===== src/rtl/des_output_serializer_if.sv =====
// Handshake bundle between the DES result serializer and its controller / USB TX neighbours.
interface des_output_serializer_if #(
    parameter int unsigned BLOCK_BITS = 64,
    parameter int unsigned CNT_W      = 16
);
    logic                  data_out;
    logic [BLOCK_BITS-1:0] des_result;
    logic                  tx_ready;
    logic [7:0]            tx_byte;
    logic                  tx_valid;
    logic                  tx_last;
    logic                  empty;
    logic [CNT_W-1:0]      block_count;

    modport master (
        input  data_out, des_result, tx_ready,
        output tx_byte, tx_valid, tx_last, empty, block_count
    );

    modport slave (
        output data_out, des_result, tx_ready,
        input  tx_byte, tx_valid, tx_last, empty, block_count
    );
endinterface


===== src/rtl/des_output_serializer.sv =====
// Captures a DES result block and streams it out one byte per valid/ready handshake,
// pulsing empty for one cycle after the final byte and counting completed blocks.
module des_output_serializer #(
    parameter int unsigned BLOCK_BITS = 64,
    parameter bit          MSB_FIRST  = 1'b1,
    parameter int unsigned CNT_W      = 16
) (
    input logic                    clk,
    input logic                    n_rst,
    des_output_serializer_if.master bus
);
    localparam int unsigned NumBytes = BLOCK_BITS / 8;
    localparam int unsigned IdxW     = (NumBytes > 1) ? $clog2(NumBytes) : 1;
    localparam logic [IdxW-1:0] LastIdx = IdxW'(NumBytes - 1);

    typedef enum logic [1:0] {StIdle, StSend, StDone} state_e;

    state_e                state_q;
    logic [BLOCK_BITS-1:0] shreg_q;
    logic [IdxW-1:0]       byte_idx_q;
    logic                  armed_q;
    logic [7:0]            tx_byte_q;
    logic                  tx_valid_q;
    logic                  tx_last_q;
    logic                  empty_q;
    logic [CNT_W-1:0]      block_count_q;
    logic [IdxW-1:0]       next_idx;

    assign next_idx = byte_idx_q + 1'b1;

    function automatic logic [7:0] pick_byte(input logic [BLOCK_BITS-1:0] blk,
                                             input logic [IdxW-1:0] idx);
        int unsigned pos;
        int unsigned lsb;
        pos = 32'(idx) * 8;
        lsb = MSB_FIRST ? (BLOCK_BITS - 8 - pos) : pos;
        return blk[lsb +: 8];
    endfunction

    always_ff @(posedge clk or negedge n_rst) begin
        if (!n_rst) begin
            state_q       <= StIdle;
            shreg_q       <= '0;
            byte_idx_q    <= '0;
            armed_q       <= 1'b1;
            tx_byte_q     <= '0;
            tx_valid_q    <= 1'b0;
            tx_last_q     <= 1'b0;
            empty_q       <= 1'b0;
            block_count_q <= '0;
        end else begin
            unique case (state_q)
                StIdle: begin
                    if (bus.data_out && armed_q) begin
                        shreg_q    <= bus.des_result;
                        byte_idx_q <= '0;
                        armed_q    <= 1'b0;
                        tx_byte_q  <= pick_byte(bus.des_result, '0);
                        tx_valid_q <= 1'b1;
                        tx_last_q  <= (LastIdx == '0);
                        state_q    <= StSend;
                    end else if (!bus.data_out) begin
                        armed_q <= 1'b1;
                    end
                end
                StSend: begin
                    // data_out is deliberately ignored here; re-arming only happens in IDLE/DONE.
                    if (bus.tx_ready) begin
                        if (byte_idx_q == LastIdx) begin
                            tx_valid_q <= 1'b0;
                            tx_last_q  <= 1'b0;
                            empty_q    <= 1'b1;
                            state_q    <= StDone;
                        end else begin
                            byte_idx_q <= next_idx;
                            tx_byte_q  <= pick_byte(shreg_q, next_idx);
                            tx_last_q  <= (next_idx == LastIdx);
                        end
                    end
                end
                StDone: begin
                    empty_q       <= 1'b0;
                    block_count_q <= block_count_q + 1'b1;
                    if (!bus.data_out) begin
                        armed_q <= 1'b1;
                    end
                    state_q <= StIdle;
                end
                default: state_q <= StIdle;
            endcase
        end
    end

    assign bus.tx_byte     = tx_byte_q;
    assign bus.tx_valid    = tx_valid_q;
    assign bus.tx_last     = tx_last_q;
    assign bus.empty       = empty_q;
    assign bus.block_count = block_count_q;
endmodule


===== src/flat_wrapper.sv =====
// flat-port wrapper written by rule: the top's interface ports become plain ports
module des_output_serializer_flat 
#(
    parameter int unsigned BLOCK_BITS = 64,
    parameter bit          MSB_FIRST  = 1'b1,
    parameter int unsigned CNT_W      = 16
)
  (clk, n_rst, bus_data_out, bus_des_result, bus_tx_ready, bus_tx_byte, bus_tx_valid, bus_tx_last, bus_empty, bus_block_count);
  des_output_serializer_if #(.BLOCK_BITS(BLOCK_BITS), .CNT_W(CNT_W)) bus_i ();
  input logic clk;
  input logic n_rst;
  input wire logic [$bits(bus_i.data_out)-1:0] bus_data_out;
  input wire logic [$bits(bus_i.des_result)-1:0] bus_des_result;
  input wire logic [$bits(bus_i.tx_ready)-1:0] bus_tx_ready;
  output wire logic [$bits(bus_i.tx_byte)-1:0] bus_tx_byte;
  output wire logic [$bits(bus_i.tx_valid)-1:0] bus_tx_valid;
  output wire logic [$bits(bus_i.tx_last)-1:0] bus_tx_last;
  output wire logic [$bits(bus_i.empty)-1:0] bus_empty;
  output wire logic [$bits(bus_i.block_count)-1:0] bus_block_count;
  assign bus_i.data_out = bus_data_out;
  assign bus_i.des_result = bus_des_result;
  assign bus_i.tx_ready = bus_tx_ready;
  assign bus_tx_byte = bus_i.tx_byte;
  assign bus_tx_valid = bus_i.tx_valid;
  assign bus_tx_last = bus_i.tx_last;
  assign bus_empty = bus_i.empty;
  assign bus_block_count = bus_i.block_count;
  des_output_serializer #(.BLOCK_BITS(BLOCK_BITS), .MSB_FIRST(MSB_FIRST), .CNT_W(CNT_W)) u_core (.clk(clk), .n_rst(n_rst), .bus(bus_i));
endmodule

===== config.mk =====
export PLATFORM = sky130hd
export DESIGN_NAME = des_output_serializer_flat
export DESIGN_NICKNAME = d
export VERILOG_FILES = /design/src/rtl/des_output_serializer_if.sv /design/src/rtl/des_output_serializer.sv /design/src/flat_wrapper.sv
export SDC_FILE = /design/constraint.sdc
export NUM_CORES = 1
export LEC_CHECK = 0
export ABC_AREA = 0
export ABC_CLOCK_PERIOD_IN_PS = 2200
export CAP_MARGIN = 5
export CORE_MARGIN = 5
export CORE_UTILIZATION = 45
export DETAILED_ROUTE_END_ITERATION = 7
export HOLD_SLACK_MARGIN = 0.06
export PLACE_DENSITY = 0.72
export SETUP_SLACK_MARGIN = 0.3
export SLEW_MARGIN = 15
export SYNTH_ARGS = -nofsm -noshare
export SYNTH_HDL_FRONTEND = slang
export SYNTH_SLANG_ARGS = --single-unit

===== constraint.sdc =====
create_clock -name clk -period 2.2 [get_ports clk]
set_input_delay 0.44 -clock clk [delete_from_list [all_inputs] [get_ports clk]]
set_output_delay 0.44 -clock clk [all_outputs]
set_load 0.02 [all_outputs]

Word-level counts from Yosys, hierarchy flattened
Cells that the tools add are included.
{ "totals": {"output_inout_bits": 27, "wordCells": 58, "input_bits": 68, "reg_bits": 97} }
{ "classes": {"eq_ne": 8, "n_addsub": 3, "mux": 26, "shift": 1, "reduce_logical": 11} }
{ "ops": {"columns": ["op", "n"], "rows": [
  ["$shiftx 64x33->8", 1],
  ["$mux 8", 3],
  ["$add 16x1->16 const B", 1],
  ["$pmux 8 s2", 1],
  ["$mux 1", 10],
  ["$mux 3", 3],
  ["$reduce_and 3->1", 3],
  ["$pmux 1 s2", 4],
  ["$reduce_and 4->1", 2],
  ["$sub 6x6->7 const A", 1],
  ["$eq 3x3->1 const B", 2],
  ["$mux 2", 3],
  ["$pmux 3 s2", 1],
  ["$reduce_bool 2->1", 3],
  ["$ne 2x1->1 const B", 2],
  ["$ne 2x2->1 const B", 2],
  ["$pmux 2 s2", 1],
  ["$add 3x1->3 const B", 1],
  ["$eq 2x1->1 const B", 1],
  ["$eq 2x2->1 const B", 1],
  ["$logic_not 2->1", 1],
  ["$reduce_and 2->1", 1],
  ["$logic_and 1x1->1", 1]
]} }

Depth between registers and ports, before layout
Gate-level depths: netlist of the first run.
{ "depth": {"ltp_word": 6, "ltp_mapped": 9, "ltp_nobuf": 6} }

Least setup slack after synthesis of the first run
OpenSTA, ideal clock, no wires.
{ "synth_path": {"path_type": "register to register", "start": "register u_core.byte_idx_q[0]", "end": "register u_core.tx_byte_q[0], in the netlist u_core.bus.tx_byte[0]", "path_stages_with_launch": 10, "setup_ns": 0.125, "required_time_ns": 2.075, "path_buffers": 3, "arrival_ns": 1.898, "path_slack_ns": 0.177, "period_less_slack_ns": 2.023, "cell_sequence": "dfrtp_1 > buf_6 > buf_4 > inv_1 > ha_1 > buf_2 > mux4_2 > mux2i_1 > o21ai_1 > mux2_2"} }
{ "synth_via": {"elab_chain_len": 6, "word_cells_on_any_way": 9, "cone_classes": "add/sub: 2; eq/ne: 2; shift: 1; mux: 3; reduce/logical: 1"} }
{ "synth_rtl": {"columns": ["item", "line", "rtl"], "rows": [
  ["from (decl)", "des_output_serializer.sv:20", "logic [IdxW-1:0] byte_idx_q;"],
  ["from (signal assigned)", "des_output_serializer.sv:75", "byte_idx_q <= next_idx;"],
  ["$add 3x1->3", "des_output_serializer.sv:29", "assign next_idx = byte_idx_q + 1'b1;"],
  ["$sub 6x6->7", "des_output_serializer.sv:36", "lsb = MSB_FIRST ? (BLOCK_BITS - 8 - pos) : pos;"],
  ["$shiftx 64x33->8", "des_output_serializer.sv:37", "return blk[lsb +: 8];"],
  ["$mux 8", "des_output_serializer.sv:69", "if (byte_idx_q == LastIdx) begin"],
  ["$mux 8", "des_output_serializer.sv:68", "if (bus.tx_ready) begin"],
  ["$pmux 8 s2", "des_output_serializer.sv:52", "unique case (state_q)"],
  ["to (signal assigned)", "des_output_serializer.sv:58", "tx_byte_q <= pick_byte(bus.des_result, '0);"],
  ["to (signal assigned)", "des_output_serializer.sv:76", "tx_byte_q <= pick_byte(shreg_q, next_idx);"],
  ["to (decl)", "des_output_serializer.sv:22", "logic [7:0] tx_byte_q;"]
]} }
Parallel ways exist; a longest one is shown, timed or not. The select of a mux whose other input is x is not followed.
A chain may end at the register's enable or synchronous reset.

Worst setup path in the final report of the first run
{ "layout_path": {"start": "register u_core.block_count_q[12], in the netlist u_core.bus.block_count[12]", "end": "output port bus_block_count[12]"} }
{ "layout_lines": {"columns": ["item", "line", "rtl"], "rows": [
  ["from (decl)", "des_output_serializer.sv:26", "logic [CNT_W-1:0] block_count_q;"],
  ["from (signal assigned)", "des_output_serializer.sv:83", "block_count_q <= block_count_q + 1'b1;"],
  ["to (decl)", "flat_wrapper.sv:19", "output wire logic [$bits(bus_i.block_count)-1:0] bus_block_count;"]
]} }
No word-level cell between the ends.

==> results of run 1 <==
## per-layer routing
metal	share of wire	global-route usage	vias to the layer above
li1	-	-	1599
met1	0.46	0.241	1566
met2	0.48	0.273	85
met3	0.045	0.0388	15
met4	0.016	0.0550	0
met5	0	0	-
## sequential cells by signal, summed over array words and instances (netlist names)
register and flops:
u_core.shreg_q 64, u_core.bus.block_count 16, u_core.bus.tx_byte 8, u_core.byte_idx_q 3, u_core.state_q 2, u_core.armed_q 1, u_core.bus.empty 1, u_core.bus.tx_last 1
u_core.bus.tx_valid 1
## metrics by stage
| stage | setup slack [ps] | power [mW] |
|---|---|---|
| after floorplan | 302 | 4.64 |
| after global placement | 272 | 5.34 |
| after detailed placement | 243 | 5.44 |
| after CTS | 306 | 6.56 |
| after global routing | 302 | 7.08 |
| final | 355 | 6.59 |
## power by group through the flow
stage	clock network, mW	logic [mW]	registers (mW)
6_report	1.09	2.62	2.87
5_1_grt	1.21	2.92	2.95
4_1_cts	1.13	2.58	2.86
3_5_place_dp	0	2.55	2.89
3_3_place_gp	0	2.46	2.88
2_1_floorplan	0	1.80	2.84
## area by class of cell
class                      count  area share
sequential                    97       0.427
multi-input combinational    308       0.321
timing repair buffer         104       0.189
tap                          129      0.0284
clock buffer                   9      0.0218
clock inverter                 7      0.0108
inverter                       3     0.00242
## synth_stat cells (all sizes together), types with 2 or more instances
cell type	number
nand3	8
mux2i	8
dfrtp	96
and3	3
nand2	204
nand3b	2
mux2	3
nand4	3
o21ai	17
mux4	16
nor2	5
inv	3
ha	4
nor2b	2
nor3	2
xor2	5
clkbuf	13
xnor2	10
buf	11
a22oi	6
## logic make-up after synthesis
kind of cell | count (synthesis)
multiplexers | 27
buffers and inverters | 27
flip-flops | 97
adder cells (fa/ha/maj) | 4
XOR/XNOR | 15
AND/OR/NAND/NOR | 235
AO/OA/AOI/OAI | 26
## worst min path at each step
stage	from	end	slack, ps
after CTS	u_core.shreg_q[46]	u_core.shreg_q[46]	480
after floorplan	n_rst	u_core.bus.block_count[0]	140
final	u_core.shreg_q[46]	u_core.shreg_q[46]	480
after detailed placement	n_rst	u_core.bus.block_count[14]	370
after global routing	u_core.shreg_q[4]	u_core.shreg_q[4]	500
after global placement	n_rst	u_core.bus.block_count[15]	360
## timing repair
| item | 4_1_cts | 5_1_grt |
|---|---|---|
| buffers inserted | 0 | 2 |
| hold buffers | 1 | 0 |
| setup endpoints to repair | 7 | 14 |
| gates cloned | 0 | 1 |
| pin swaps | 0 | 2 |
| gates resized for setup | 3 | 13 |
| endpoints found under the hold margin | 23 | 0 |
==> metrics.txt, run 1 <==
fmax 542 MHz; Rows 35; Initial Util 0.465; top cells by area, synth dfrtp_1 55%, nand2_1 18%, mux4_2 5.7%; placed instance area 5430 sq um; Worst Setup Path Type reg -> out; first-pass GRT wire length 16.1 mm; register bit total from synthesis 97; DP Cell Count between 600 and 700; Worst Reg-to-Reg Cells 6; Mapped Avg Cell Area 10.1 sq um; clk_skew a little over 10 ps; Netlist cell types 37; mux share of post-synthesis cell area 0.114; H-tree depth 3; most common cell after layout, fill and taps aside nand2_1; n_diodes 0; Area Overhead vs Synth 31.3%; post-synthesis sequential area ratio 0.560; Vias/cell between 4 and 5; Total Die Area around 12000 sq um; Reg power frac 0.436; DR WL/cell ~15 microns; switching share of total power 0.352; Comb power frac 0.398; number of global-route vias before repair 3336; worst-path cell chain clkdlybuf4s50_1; r2r endpoint u_core.byte_idx_q[1]; Final setup viols 0; total CTS buffers 9; max-slew violations 0; total nets after synthesis between 500 and 600; pwr dens ~1200 nW/um^2; worst hold slack between 400 and 500 ps; Final Hold Viols 0; worst hold path stage count 2; setup_tns 0 ps; Clock Latency Late Sink 360 ps; Nets 595; WP data required around 1800 ps; post-route ant nets 0; Synth Area in Compound Gates 0.0349; post-route clock period utilization 0.839; mapped cell area ~4300 sq um; Switch Pwr roughly 2.3 mW; largest net degree at the start of global routing 74; multi-input logic area about 1800 sq um; number of synthesized flops with an enable pin 0; Mapped Cells ~430; Max VDD drop 0.000551 V; Adder-Cell Fraction of Synth Area 0.0116; CP max FO 4; status finished clean; kind of cell adding the most delay to the critical path buffers and inverters; Sequential Area about 2400 sq um; TritonCTS clock tree built; RR Startpoint u_core.byte_idx_q[0]; layout cells sized above 1 0.100; initial antenna violation count 0; Buffers & Inverters on Critical Path 1; Hold Path Class reg -> reg; Post-Route WL just under 10 mm; share of the synthesized area in the top cell type 0.554; CP Capture Type output pin; Synth Area in Simple Gates 0.220; GPL Wtd Cong ~0.80; worst setup path endpoint bus_block_count[12]; Slowest-stage cell, CP clkdlybuf4s50_1; Max-Cap Viols 0; Top Ports 95; CTS max path bufs 2; core area slightly above 9000 sq um; Critical Path Source u_core.bus.block_count[12]; global route total overflow 0; total track usage 0.174; Final Util 0.610; Port Buf Inserts 94; final cell count without fillers roughly 660; combinational family with the most area after synthesis simple AND/OR/NAND/NOR gates; Worst-Margin Slew 400 ps; die width 108 microns; Synth Area in XOR/XNOR 0.0303; # clock sinks 97; Int Pwr around 4.3 mW; Slew headroom 0.733; dominant cell type by area after synthesis dfrtp_1; First-pass DRT Iterations 4; Worst Path Arrival between 1000 and 1500 ps; Leak 2.78 nW; cell count along the critical path 1; Synth async-reset ratio 1.00; CTS clk-pin slew, worst paths about 100 ps; DRT iter0 DRCs 146; Clock Power Share 0.166; reg2reg setup slack roughly 380 ps; CTS root buffer clkbuf_8; crit start category register; FILL cells between 700 and 800; Yosys warning count 0; DRC violations left 0; hpwl dp ~6.9 mm; most frequent cells in the layout 204 x nand2_1, 95 x dfrtp_1, 88 x clkdlybuf4s50_1; Die Y-Extent 108 microns; routed vias approximately 3300; Post-synth top flop dfrtp_1; CP peak stage delay between 600 and 700 ps; cell area after layout 5690 sq um; RSZ-0062 raised after global routing no; fin crit period ~1800 ps
(Power assumes the default switching activity.)
==> inputs of run 2 (changes only) <==
- ABC_CLOCK_PERIOD_IN_PS: 2200 -> 1700
- clock period: 2.2 -> 1.7 ns (I/O delays scaled with it)
==> run 2 against run 1 <==
The run now ends with setup timing left. Non-clock buffer count up 33. First-iteration DRC count rose by 29%. Hold slack got worse by 54 ps. Sequential cell count stayed put. Critical path type is now reg -> reg. Largest cell class unchanged. Largest power group is now combinational logic. Highest routed layer unchanged.
==> metrics.txt, run 2 (synthesis gave the netlist of run 1 again) <==
status finished, violations left; failing checks setup timing; Final setup viols 8; total power slightly above 9 mW; fin crit period between 1500 and 2000 ps; total CTS buffers 9; layout cells sized above 1 0.340; Largest register FFs between 60 and 70; hpwl dp just over 7 mm; DRT iter0 DRCs between 150 and 200; Worst Path Arrival roughly 2100 ps; post-route ant nets 0; CP max FO 7; Vias/cell 5.21; total track usage 0.184; final worst slack -104 ps; Clock Latency Late Sink about 360 ps; CTS root buffer clkbuf_8; final cell count without fillers 690; max-slew violations 0; DR WL/cell between 15 and 20 microns; Initial Util 0.465; Sequential Area 2430 sq um; core area roughly 9300 sq um; Nets ~630; WP data required between 1500 and 2000 ps; Final Hold Viols 0; fmax ~550 MHz; Final Util 0.685; RSZ-0062 raised after global routing yes; CTS clk-pin slew, worst paths 100 ps; number of global-route vias before repair between 3000 and 4000; H-tree depth 3; CP Capture Type register; Area Overhead vs Synth 47.4%; multi-input logic area 2190 sq um; First-pass DRT Iterations 5; TritonCTS clock tree built; DP Cell Count 646; pwr dens about 1400 nW/um^2; # clock sinks 97; n_diodes 0; Top Ports between 90 and 100; largest net degree at the start of global routing 46; routed vias approximately 3600; FILL cells between 700 and 800; setup_tns -381 ps; Port Buf Inserts 94; Hold Path Class in -> async; most common cell after layout, fill and taps aside nand2_1; Die Y-Extent between 100 and 150 microns; Post-Route WL 11.4 mm; reg2reg setup slack -100 ps; Worst-Margin Slew roughly 340 ps; crit start category register; most frequent cells in the layout 134 x nand2_1, 94 x dfrtp_1, 66 x clkdlybuf4s50_1; initial antenna violation count 0; Max VDD drop roughly 0.00065 V; Worst Setup Path Type reg -> reg; Slew headroom 0.771; Max-Cap Viols 0; Leak 3.19 nW; Rows 35; first-pass GRT wire length 17.0 mm; DRC violations left 0; CTS max path bufs 2; Total Die Area between 10000 and 15000 sq um; clk_skew ~15 ps; global route total overflow 0; Most flops, register u_core.shreg_q; GPL Wtd Cong around 0.84; die width around 110 microns; post-route clock period utilization 1.06
## run 2: changes by cell type in the layout (fill, tap and decap cells not counted), sizes merged
cell,previous run,this run
and3,3,4
buf,10,46
clkbuf,9,22
clkdlybuf4s15,0,13
clkdlybuf4s50,88,66
clkinv,2,0
clkinvlp,2,4
dlymetal6s2s,5,0
inv,6,3
## run 2: through the flow
stage	cell area, sq um	setup slack, ps	hold slack (ps)
3_5_place_dp	5530	-175	268
3_3_place_gp	5530	-150	264
4_1_cts	5870	-107	423
2_1_floorplan	4380	-198	44.4
5_1_grt	6380	-168	450
6_report	6380	-104	421
## run 2: path summary, 6_finish.rpt
check                                                 from                         end  cells after the start
worst max-delay path                  u_core.byte_idx_q[0]       u_core.bus.tx_byte[7]                      7
worst min-delay path                                 n_rst  u_core.bus.block_count[12]                      2
worst max register to register        u_core.byte_idx_q[0]       u_core.bus.tx_byte[7]                      7
worst min register to register  u_core.bus.block_count[15]  u_core.bus.block_count[15]                      1
max in group asynchronous                            n_rst          u_core.shreg_q[27]                      3
min in group clk                u_core.bus.block_count[15]  u_core.bus.block_count[15]                      1
## run 2: layout make-up
cell class                      count  share of cell area
Clock buffer                       11              0.0221
Inverter                            3             0.00216
Tap cell                          129              0.0253
Sequential cell                    97               0.381
Multi-Input combinational cell    309               0.344
Clock inverter                      4             0.00470
Timing Repair Buffer              137               0.221
## run 2: layer usage
| metal | routed length (microns) | global-route usage | share of wire | up-vias |
|---|---|---|---|---|
| met5 | 0 | 0 | 0 | - |
| met4 | 252 | 0.0685 | 0.022 | 0 |
| met3 | 559 | 0.0293 | 0.049 | 24 |
| met2 | 5800 | 0.293 | 0.51 | 109 |
| met1 | 4810 | 0.257 | 0.42 | 1792 |
| li1 | - | - | - | 1667 |
## run 2: timing repair
item | CTS | global route
endpoints found under the setup margin | 107 | 87
gates cloned | 1 | 6
setup buffers | 13 | 8
hold buffers | 1 | 0
hold endpoints to repair | 20 | 0
pin swaps | 4 | 68
resized for setup | 92 | 125
## run 2: worst max-delay path, stage by stage (launching register included)
cell     delay (ps)
dfrtp_1         420
buf_6           120
inv_4            30
ha_4            310
mux4_2          330
mux2i_1         150
o21ai_1          70
mux2_2          260
## run 2: report_power, final
| part | internal, mW | total (mW) | switching (mW) |
|---|---|---|---|
| clock | 0.565 | 1.38 | 0.814 |
| combinational | 2.07 | 4.01 | 1.94 |
| sequential | 3.19 | 3.71 | 0.527 |
==> inputs of run 3 (changes only) <==
- ABC_AREA: 0 -> 1
- PLACE_DENSITY: 0.72 -> 0.71
==> run 3 against run 2 <==
The run now ends clean. Synthesized cell count rose by 43%. Register-to-register slack improved by 220 ps. Maximum frequency rose by 14%. Critical endpoint is now u_core.bus.tx_byte[6]. Synthesized area rose by 8.5%. Largest cell class unchanged. Global-route usage rose by 1.0 points.
==> metrics.txt, run 3 <==
status finished clean; Buffers & Inverters on Critical Path 2; largest net degree at the start of global routing 55; CP Capture Type register; number of global-route vias before repair around 4300; GPL Wtd Cong 0.825; mapped cell area 4700 sq um; First-pass DRT Iterations 5; Slew headroom 0.716; routed vias about 4400; Largest register FFs 64; Hold Path Class in -> async; Mapped Cells just over 600; cell area after layout roughly 6600 sq um; Final Hold Viols 0; worst-path cell chain ha_4 -> ha_4 -> nor2_4 -> nand2_4 -> buf_6 -> a21oi_4 -> nand3_2 -> nand2_1 -> inv_1; H-tree depth 3; n_diodes 0; Post-Route WL about 13 mm; Die Y-Extent between 100 and 150 microns; final worst slack 117 ps; total track usage 0.195; dominant cell by count in the synthesized netlist nand2_1; DRT iter0 DRCs around 300; Top Ports 95; Slowest-stage cell, CP dfrtp_2; DR WL/cell 15.2 microns; most frequent cells in the layout 244 x nand2_1, 91 x dfrtp_1, 70 x inv_1; Max VDD drop 0.000825 V; top post-synthesis cells by count 252 x nand2_1, 96 x dfrtp_1, 77 x inv_1, 59 x nand3_1, 32 x o21ai_0; setup_tns 0 ps; number of synthesized flops with an enable pin 0; Final setup viols 0; Total Die Area roughly 13000 sq um; Setup WS pre-CTS -106 ps; top cells by area, synth dfrtp_1 51%, nand2_1 20%, nand3_1 6.3%; first-pass GRT wire length a little over 20 mm; WP data required slightly below 2000 ps; CTS clk-pin slew, worst paths 100 ps; worst hold slack between 400 and 500 ps; Nets approximately 810; Clock Latency Late Sink 370 ps; total CTS buffers 9; crit start category register; reg2reg setup slack between 100 and 150 ps; post-synthesis sequential area ratio 0.517; # clock sinks 97; Most flops, register u_core.shreg_q; clk_skew ~11 ps; Worst Reg-to-Reg Cells 9; CP peak stage delay approximately 450 ps; Final Util 0.646; r2r endpoint u_core.bus.tx_byte[6]; hpwl dp about 8.4 mm; RR Startpoint u_core.byte_idx_q[0]; Synth async-reset ratio 1.00; CTS root buffer clkbuf_8; Worst-Margin Slew 425 ps; FILL cells 875; initial antenna violation count 0; Yosys warning count 0; Top cell by count, worst path ha_4; post-route ant nets 0; CTS max path bufs 2; multi-input logic area roughly 2100 sq um; RSZ-0062 raised after global routing yes; global route total overflow 0; core area 10300 sq um; Rows 37; DRC violations left 0; Initial Util 0.457; Area Overhead vs Synth 41.3%; fmax between 600 and 700 MHz; Port Buf Inserts 94; Mapped Avg Cell Area 7.62 sq um; die width ~110 microns; max-slew violations 0; Sequential Area approximately 2400 sq um; most common cell after layout, fill and taps aside nand2_1; CP max FO 5; layout cells sized above 1 0.213; total nets after synthesis around 700; Max-Cap Viols 0; post-route clock period utilization 0.931; dominant cell type by area after synthesis dfrtp_1; pwr dens about 1600 nW/um^2; Post-synth top flop dfrtp_1; Worst Path Arrival between 1500 and 2000 ps; Leak roughly 3.3 nW; kind of cell adding the most delay to the critical path flip-flops; TritonCTS clock tree built; Netlist cell types 24; fin crit period around 1600 ps; share of the synthesized area in the top cell type 0.511; placed instance area between 5000 and 6000 sq um; Worst Setup Path Type reg -> reg; register bit total from synthesis 97; Vias/cell about 5
==> run 3: kinds of logic (layout without fill, tap and decap cells) <==
| kind of cell | Yosys count | after routing | share of synthesized area |
|---|---|---|---|
| AOI/OAI and AO/OA | 54 | 54 | 0.0591 |
| xor gates and xnor gates | 7 | 7 | 0.0130 |
| adders and majority gates | 4 | 4 | 0.0107 |
| buffers and inverters | 105 | 233 | 0.0927 |
| DFF | 97 | 97 | 0.517 |
| and+or+nand+nor | 350 | 351 | 0.308 |
==> run 3: what timing repair did <==
item,4_1_cts,5_1_grt
buffers inserted,9,5
cloned,1,8
hold endpoints to repair,27,0
hold buffers,1,0
setup endpoints to repair,79,97
pin swaps,10,3
resized for setup,130,61
==> run 3: layout make-up <==
| class | instances | area share |
|---|---|---|
| clock buffer | 9 | 0.0187 |
| multi-input combinational | 416 | 0.321 |
| tap | 136 | 0.0256 |
| timing repair buffer | 139 | 0.209 |
| clock inverter | 7 | 0.0106 |
| sequential | 97 | 0.367 |
| inverter | 78 | 0.0479 |
==> run 3: metrics by stage <==
stage,total power [mW],std cells
after global routing,11.6,882
after detailed placement,8.35,842
after floorplan,6.82,617
after global placement,8.21,842
final,10.8,882
after CTS,10.1,869
==> run 3: metal layers <==
metal,vias up,GRT usage,share of wire
li1,2147,-,-
met1,2121,0.255,0.43
met2,146,0.322,0.50
met3,16,0.0496,0.058
met4,0,0.0545,0.014
met5,-,0,0
==> run 3: report_power, final <==
| group | leakage [nW] | total, mW | switching [mW] | internal, mW |
|---|---|---|---|---|
| clock network | 0.0994 | 1.51 | 0.827 | 0.680 |
| logic | 1.97 | 5.53 | 3.25 | 2.28 |
| registers | 1.21 | 3.81 | 0.522 | 3.28 |
| total | 3.28 | 10.8 | 4.60 | 6.24 |
==> run 3: worst register-to-register path, delay by kind of cell, from the launching register on <==
family                   cells  cell delay, ps
adder cells (fa/ha/maj)      2             330
AND/OR/NAND/NOR              4             360
AO/OA/AOI/OAI                1             120
buffers and inverters        2             210
flip-flops                   1             450
==> run 3: how the worst max path moves through the flow <==
stage	from	end	cells after the start
after CTS	u_core.byte_idx_q[0]	u_core.bus.tx_byte[4]	9
final	u_core.byte_idx_q[0]	u_core.bus.tx_byte[6]	9
after detailed placement	bus_data_out	u_core.shreg_q[30]	9
after global routing	u_core.byte_idx_q[0]	u_core.bus.tx_byte[6]	9
after global placement	bus_data_out	u_core.shreg_q[54]	8
after floorplan	u_core.byte_idx_q[0]	u_core.bus.tx_byte[6]	12
